## config.mk

```make
export PLATFORM = sky130hd
export DESIGN_NAME = mc_control
export DESIGN_NICKNAME = d
export VERILOG_FILES = /design/src/rtl/mc_pkg.sv /design/src/rtl/mc_op_decode.sv /design/src/rtl/mc_control.sv
export SDC_FILE = /design/constraint.sdc
export NUM_CORES = 1
export LEC_CHECK = 0
export BUFFER_PORTS_ARGS = -buffer_cell sky130_fd_sc_hd__buf_2
export CAP_MARGIN = 20
export CORE_MARGIN = 3
export CORE_UTILIZATION = 45
export DETAILED_ROUTE_END_ITERATION = 10
export GPL_ROUTABILITY_DRIVEN = 0
export PLACE_DENSITY = 0.83
export SLEW_MARGIN = 20
export SYNTH_ARGS = -nofsm -noshare
export SYNTH_HDL_FRONTEND = slang
export SYNTH_SLANG_ARGS = --single-unit
export TNS_END_PERCENT = 1
```

## constraint.sdc

```tcl
create_clock -name clock -period 4.2 [get_ports clock]
set_input_delay 0.21 -clock clock [delete_from_list [all_inputs] [get_ports clock]]
set_output_delay 0.21 -clock clock [all_outputs]
set_load 0.05 [all_outputs]
```

## src/rtl/mc_pkg.sv

```systemverilog
// Shared types and encodings for the multi-cycle control FSM of the 16-bit datapath.
package mc_pkg;

   typedef enum logic [2:0] {
      ST_IDLE   = 3'd0,
      ST_FETCH  = 3'd1,
      ST_DECODE = 3'd2,
      ST_EXEC   = 3'd3,
      ST_WB     = 3'd4,
      ST_TRAP   = 3'd5
   } mc_state_e;

   localparam logic [3:0] OP_ADD  = 4'b0000;
   localparam logic [3:0] OP_SUB  = 4'b0001;
   localparam logic [3:0] OP_AND  = 4'b0010;
   localparam logic [3:0] OP_OR   = 4'b0011;
   localparam logic [3:0] OP_NOR  = 4'b0100;
   localparam logic [3:0] OP_NAND = 4'b0101;
   localparam logic [3:0] OP_SLT  = 4'b0110;
   localparam logic [3:0] OP_ADDI = 4'b0111;

   localparam logic [3:0] ALU_AND  = 4'b0000;
   localparam logic [3:0] ALU_OR   = 4'b0001;
   localparam logic [3:0] ALU_ADD  = 4'b0010;
   localparam logic [3:0] ALU_SUB  = 4'b0110;
   localparam logic [3:0] ALU_SLT  = 4'b0111;
   localparam logic [3:0] ALU_NOR  = 4'b1100;
   localparam logic [3:0] ALU_NAND = 4'b1101;

endpackage

```

## src/rtl/mc_op_decode.sv

```systemverilog
// Opcode to ALU function / operand-select decode; anything with op[3] set is illegal.
module mc_op_decode
   import mc_pkg::*;
(
   input  logic [3:0] op_q,
   output logic [3:0] alu_ctl,
   output logic       reg_dst,
   output logic       alu_src,
   output logic       legal
);

   always_comb begin
      alu_ctl = ALU_AND;
      reg_dst = 1'b1;
      alu_src = 1'b0;
      legal   = 1'b1;
      case (op_q)
         OP_ADD:  alu_ctl = ALU_ADD;
         OP_SUB:  alu_ctl = ALU_SUB;
         OP_AND:  alu_ctl = ALU_AND;
         OP_OR:   alu_ctl = ALU_OR;
         OP_NOR:  alu_ctl = ALU_NOR;
         OP_NAND: alu_ctl = ALU_NAND;
         OP_SLT:  alu_ctl = ALU_SLT;
         OP_ADDI: begin
            alu_ctl = ALU_ADD;
            reg_dst = 1'b0;
            alu_src = 1'b1;
         end
         default: begin
            reg_dst = 1'b0;
            legal   = 1'b0;
         end
      endcase
   end

endmodule

```

## src/rtl/mc_control.sv

```systemverilog
// FETCH/DECODE/EXEC/WB sequencer with run/step control, illegal-opcode trap and retire counter.
module mc_control
   import mc_pkg::*;
(
   input  logic        clock,
   input  logic        reset_n,
   input  logic        run,
   input  logic        step,
   input  logic [3:0]  ir_op,
   input  logic        imem_ack,
   output logic        imem_req,
   output logic        ir_load,
   output logic        pc_write,
   output logic        alu_out_load,
   output logic        reg_write,
   output logic        reg_dst,
   output logic        alu_src,
   output logic [3:0]  alu_ctl,
   output logic        busy,
   output logic        illegal,
   output logic [15:0] retired
);

   mc_state_e   state_q, state_d;
   logic [3:0]  op_q, op_d;
   logic        oneshot_q, oneshot_d;
   logic [15:0] retired_q, retired_d;

   logic [3:0]  dec_op, dec_alu_ctl;
   logic        dec_reg_dst, dec_alu_src, dec_legal;
   logic        in_exec_wb;

   // In DECODE the decoder looks at the live opcode so the trap decision needs no extra cycle.
   assign dec_op = (state_q == ST_DECODE) ? ir_op : op_q;

   mc_op_decode u_dec (
      .op_q    (dec_op),
      .alu_ctl (dec_alu_ctl),
      .reg_dst (dec_reg_dst),
      .alu_src (dec_alu_src),
      .legal   (dec_legal)
   );

   always_comb begin
      state_d   = state_q;
      op_d      = op_q;
      oneshot_d = oneshot_q;
      retired_d = retired_q;
      case (state_q)
         ST_IDLE: begin
            if (run) begin
               state_d = ST_FETCH;
            end else if (step) begin
               state_d   = ST_FETCH;
               oneshot_d = 1'b1;
            end
         end
         ST_FETCH: begin
            if (imem_ack) state_d = ST_DECODE;
         end
         ST_DECODE: begin
            op_d    = ir_op;
            state_d = dec_legal ? ST_EXEC : ST_TRAP;
         end
         ST_EXEC: state_d = ST_WB;
         ST_WB: begin
            retired_d = retired_q + 16'd1;
            state_d   = (run && !oneshot_q) ? ST_FETCH : ST_IDLE;
            oneshot_d = 1'b0;
         end
         ST_TRAP: state_d = ST_TRAP;
         default: state_d = ST_IDLE;
      endcase
   end

   always_ff @(posedge clock) begin
      if (!reset_n) begin
         state_q   <= ST_IDLE;
         op_q      <= 4'd0;
         oneshot_q <= 1'b0;
         retired_q <= 16'd0;
      end else begin
         state_q   <= state_d;
         op_q      <= op_d;
         oneshot_q <= oneshot_d;
         retired_q <= retired_d;
      end
   end

   assign in_exec_wb   = (state_q == ST_EXEC) || (state_q == ST_WB);
   assign imem_req     = (state_q == ST_FETCH);
   assign ir_load      = imem_req && imem_ack;
   assign pc_write     = imem_req && imem_ack;
   assign alu_out_load = (state_q == ST_EXEC);
   assign reg_write    = (state_q == ST_WB);
   assign reg_dst      = in_exec_wb && dec_reg_dst;
   assign alu_src      = in_exec_wb && dec_alu_src;
   assign alu_ctl      = in_exec_wb ? dec_alu_ctl : 4'd0;
   assign busy         = (state_q != ST_IDLE) && (state_q != ST_TRAP);
   assign illegal      = (state_q == ST_TRAP);
   assign retired      = retired_q;

endmodule

```

# Word-level counts from Yosys, hierarchy flattened
# Cells that the tools add are included.
# word_totals
word_cells	53
output_inout_bits	29
reg_bits	24
in_bits	9
romBits	0
latch_bits	0
mem_count	0
ramBits	0
# classes
add_sub_neg	1
eq_ne	17
n_shift	0
n_reduce_logical	16
n_mux	15
bitwise	0
magnitude_cmp	0
mul	0
div	0
# ops
operator	n
$pmux 4 s6	1
$pmux 3 s6	1
$add 16x1->16 const B	1
$eq 4x3->1 const B	4
$mux 3	4
$eq 4x2->1 const B	2
$mux 4	2
$reduce_or 8->1	1
$reduce_or 7->1	1
$eq 3x2->1 const B	2
$eq 3x3->1 const B	2
$mux 1	6
$ne 2x2->1 const B	3
$ne 3x3->1 const B	2
$logic_and 1x1->1	5
$eq 4x1->1 const B	1
$logic_not 4->1	1
$eq 3x1->1 const B	1
$logic_not 3->1	1
$reduce_and 3->1	1
$reduce_bool 3->1	1
$pmux 1 s2	1
$reduce_and 2->1	1
$reduce_bool 2->1	1
other kinds (3)	3

# Depth between registers and ports, before layout
# logic_depth
ltp_word	7
ltp_mapped	5
ltp_nobuf	5

# By module
# A second synthesis with hierarchy kept.
# hier_totals
cells_unflattened	151
area_unflattened_um2	1265.0
# modules_own_cells
module	area_each_um2	seq_area_each_um2	cells_per_inst	n_inst
mc_control	1183.6	480.5	137	1
mc_op_decode	81.3	0.0	14	1

# Least setup slack after synthesis
# No wires, ideal clock.
# synth_path
kind	register -> output
from	register state_q[0]
to	output port alu_src
path_slack_ns	1.865
required_time_ns	3.990
path_buffers	0
path_stages_with_launch	5
t_arrival_ns	2.125
cell_sequence	dfxtp_1 -> or3b_4 -> inv_1 -> o21bai_1 -> nor2b_1
# synth_between
word_cells_on_any_way	8
cone_classes	eq/ne (4); mux (2); reduce/logical (2)
# synth_rtl
element	line_no	rtl
from (decl)	mc_control.sv:24	mc_state_e state_q, state_d;
from (signal assigned)	mc_control.sv:83	state_q <= state_d;
$eq 3x3->1	n/a	
via reg_write	mc_control.sv:15	output logic reg_write,
$logic_or 1x1->1	mc_control.sv:90	assign in_exec_wb = (state_q == ST_EXEC) || (state_q == ST_WB);
$logic_and 1x1->1	mc_control.sv:97	assign alu_src = in_exec_wb && dec_alu_src;
to (decl)	mc_control.sv:17	output logic alu_src,
# The timed path passes the listed nets, and every way through them passes these cells.

# Final worst setup path
# layout_path
from	register state_q[1]
to	output port alu_ctl[2]
# layout_between
elab_chain_len	6
word_cells_on_any_way	15
cone_classes	eq/ne (9); mux (3); reduce/logical (3)
# layout_lines
element	line_no	rtl
$eq 3x2->1	mc_control.sv:34	assign dec_op = (state_q == ST_DECODE) ? ir_op : op_q;
$mux 4	n/a	
$eq 4x3->1 / $logic_not 4->1 (equally long branches)	mc_op_decode.sv:17	case (op_q)
$reduce_or 2->1 (no source line)	n/a	
$pmux 4 s6	mc_op_decode.sv:17	
$mux 4 *	mc_control.sv:98	assign alu_ctl = in_exec_wb ? dec_alu_ctl : 4'd0;
to (decl)	mc_control.sv:18	output logic [3:0] alu_ctl,
# Mark *: on every way between the ends. The rest lies on a longest branch, timed or not.

==> impl_metrics.csv <==
group,metric,value,unit
run_status,status,"finished, final reports clean",
setup_path,crit_cells,5,
synthesis,synthArstFlopShare,0,
timing,fmaxAchievable,399,MHz
setup_path,crit_top_cell,"mux2i_1",
layout,syn_to_final_growth,19.4,%
synthesis,ys_seq_elements,24,
synthesis,avgSynthCellArea,8.19,um^2
synthesis,synth-seq-area-share,0.386,
clock_tree,cts_resized,0,
timing,finalSetupTns,0,ns
worst_hold_path,whs_endpoint,"op_q[2]",
synthesis,synth_ff_type,"dfxtp_1",
floorplan,die_h,58.6,um
setup_path,worst_ep_required_time,3.99,ns
synthesis,synth_edf_count,0,
synthesis,syn_inst,152,
clock_tree,clockBufferDepth,2,
global_routing,grt_remaining_overflow,0,
timing,worst_pin_slew,0.696,ns
synthesis,yosysWarnings,0,
drt,final_antenna_net_count,0,
setup_path,crit_chain,"nor3b_2 -> mux2i_1 -> mux2i_1 -> nor2_1 -> buf_2",
synthesis,synth_most_common_cell,"dfxtp_1",
floorplan,start_util,0.489,
setup_path,worstSetupStartpointType,"flop",
setup_path,regToRegSetupSlack,2.08,ns
floorplan,dieArea,3430,um^2
floorplan,coreArea,2540,um^2
global_routing,grt_max_degree,23,
synthesis,synth_top_area_share,0.386,
clock_tree,insertion_delay,0.32,ns
synthesis,yosysTopAreaCell,"dfxtp_1",
power,vdd_ir_drop_max,0.000196,V
setup_path,setup.worst_path.class,"flop to primary output",
clock_tree,clock-root-buffer,"clkbuf_4",
placement,place_hpwl,2180,um
synthesis,synth_fp_nets,162,
clock_tree,clock_sinks,24,
setup_path,cp_max_fo,11,
setup_path,critPathBufInv,1,
drt,vias,1216,
drt,routed_wl,2950,um
setup_path,cp_top_family,"multiplexers",
placement,dp_cells,212,
setup_path,cp-end-kind,"primary output",
global_routing,grt_pass1_vias,1135,
worst_hold_path,hold_path.class,"input pin to flop",
timing,final_hold_viol_count,0,
setup_path,r2r-start,"state_q[2]",
drt,dr.pass1.iters,4,
clock_tree,cts_tree,"done",
setup_path,worstSetupStartpoint,"state_q[1]",
synthesis,yosys-top-cells-count,"dfxtp_1, nor2_1, a21oi_1",
layout,final_layout_size_suffix_gt1_frac,0.242,
timing,post-route-min-period,2.51,ns
clock_tree,htreeDepth,1,
floorplan,die_w,58.6,um
global_routing,antenna_found_initial,0,
clock_tree,cts_buffers,3,
synthesis,synth_cell_types,38,
synthesis,synth_area_leaders,"dfxtp_1, nor2_1, xor2_1",
floorplan,num_rows,18,
setup_path,slowest_delay,0.55,ns
layout,final_util,0.584,
setup_path,slowest_stage,"dfxtp_1",
timing,rsz0062_at_grt,"no",
setup_path,arrival,2.30,ns
drt,vias_per_cell,5.63,
synthesis,syn_area,1240,um^2
global_routing,grt_pass1_wl,4960,um
power,p_per_area,323,nW/um^2
drt,wl_per_cell,13.7,um
clock_tree,ctsHoldBuffers,0,
layout,nNetsFinal,197,
timing,finalMaxSlewViolations,0,
layout,diodes,0,
global_routing,grt_usage,0.180,
worst_hold_path,hold_depth,2,
drt,drc_errors,0,
flow_run,cap_violations,0,
timing,skew,0.00575,ns
power,p_leak,0.648,nW
placement,portBuffers,37,
drt,drt-initial-drc-count,77,
clock_tree,post_cts_buffers,0,
timing,period_share,0.597,
clock_tree,clk_pin_slew_worst_paths,0.14,ns
timing,finalSetupViolCount,0,
floorplan,io_pins,38,
setup_path,r2r_cells,4,
worst_hold_path,min_from,"reset_n",
timing,slew_headroom,0.535,
setup_path,r2r-end,"retired[13]",
layout,fin_cells,216,
-- registers in the layout, summed over array words and instances (netlist names) --
signal     flops
retired       16
op_q           4
state_q        3
oneshot_q      1
-- worst max-delay path by stage --
stage                            end  slack (ns)
final                     alu_ctl[2]        1.69
after detailed placement  alu_ctl[2]        2.07
after global placement    alu_ctl[2]        2.18
after floorplan              alu_src        1.87
after global routing      alu_ctl[2]        1.49
after CTS                 alu_ctl[2]        1.69
-- layout make-up --
cell class	instances	area [um^2]
Multi-Input combinational cell	115	708
Inverter	6	22.5
Timing Repair Buffer	37	185
Tap cell	30	37.5
Fill cell	231	1060
Sequential cell	24	480
Clock buffer	3	22.5
Clock inverter	1	30.0
-- report_power, final --
group / total, mW / internal, mW / switching (mW)
registers: 0.242 / 0.232 / 0.00988
clock network: 0.168 / 0.0965 / 0.0720
logic: 0.0691 / 0.0219 / 0.0472
total: 0.480 / 0.351 / 0.129
-- routing by layer --
| metal | GRT usage | routed length [um] |
|---|---|---|
| met5 | 0 | 0 |
| met3 | 0.0351 | 183 |
| met4 | 0.0485 | 0 |
| met2 | 0.317 | 1480 |
| met1 | 0.224 | 1290 |
-- cells in the final DEF, fill, tap and decap left out, drive strengths merged, types with 2 or more instances in the layout --
cell | synthesis | layout
a21oi | 12 | 12
and2 | 2 | 2
and3 | 5 | 5
and4 | 2 | 2
buf | 3 | 37
clkbuf | 4 | 3
dfxtp | 24 | 24
inv | 6 | 6
mux2i | 4 | 4
nand2 | 10 | 10
nand3 | 7 | 7
nand4 | 2 | 2
nor2 | 20 | 20
nor2b | 3 | 3
nor3 | 5 | 5
nor3b | 2 | 2
o21ai | 5 | 5
o31ai | 3 | 3
or3 | 4 | 4
or4 | 3 | 3
xnor2 | 6 | 6
xor2 | 7 | 7
-- per-stage QoR --
stage          setup WS, ns  hold slack [ns]  area, um^2  power (mW)
2_1_floorplan          1.87            0.332        1240       0.300
3_3_place_gp           2.18            0.463        1430       0.313
3_5_place_dp           2.07            0.468        1430       0.316
4_1_cts                1.69            0.125        1490       0.485
5_1_grt                1.49            0.118        1490       0.498
6_report               1.69            0.135        1490       0.480
-- cells by family after synthesis --
family,count (synthesis),share of synthesized area
AOI/OAI and AO/OA,24,0.109
adders and majority gates,1,0.0100
xor gates and xnor gates,13,0.0915
buffers and inverters,13,0.0452
DFF,24,0.386
muxes,5,0.0412
and+or+nand+nor,72,0.318
Note: power is estimated with default switching activity, not from simulation.
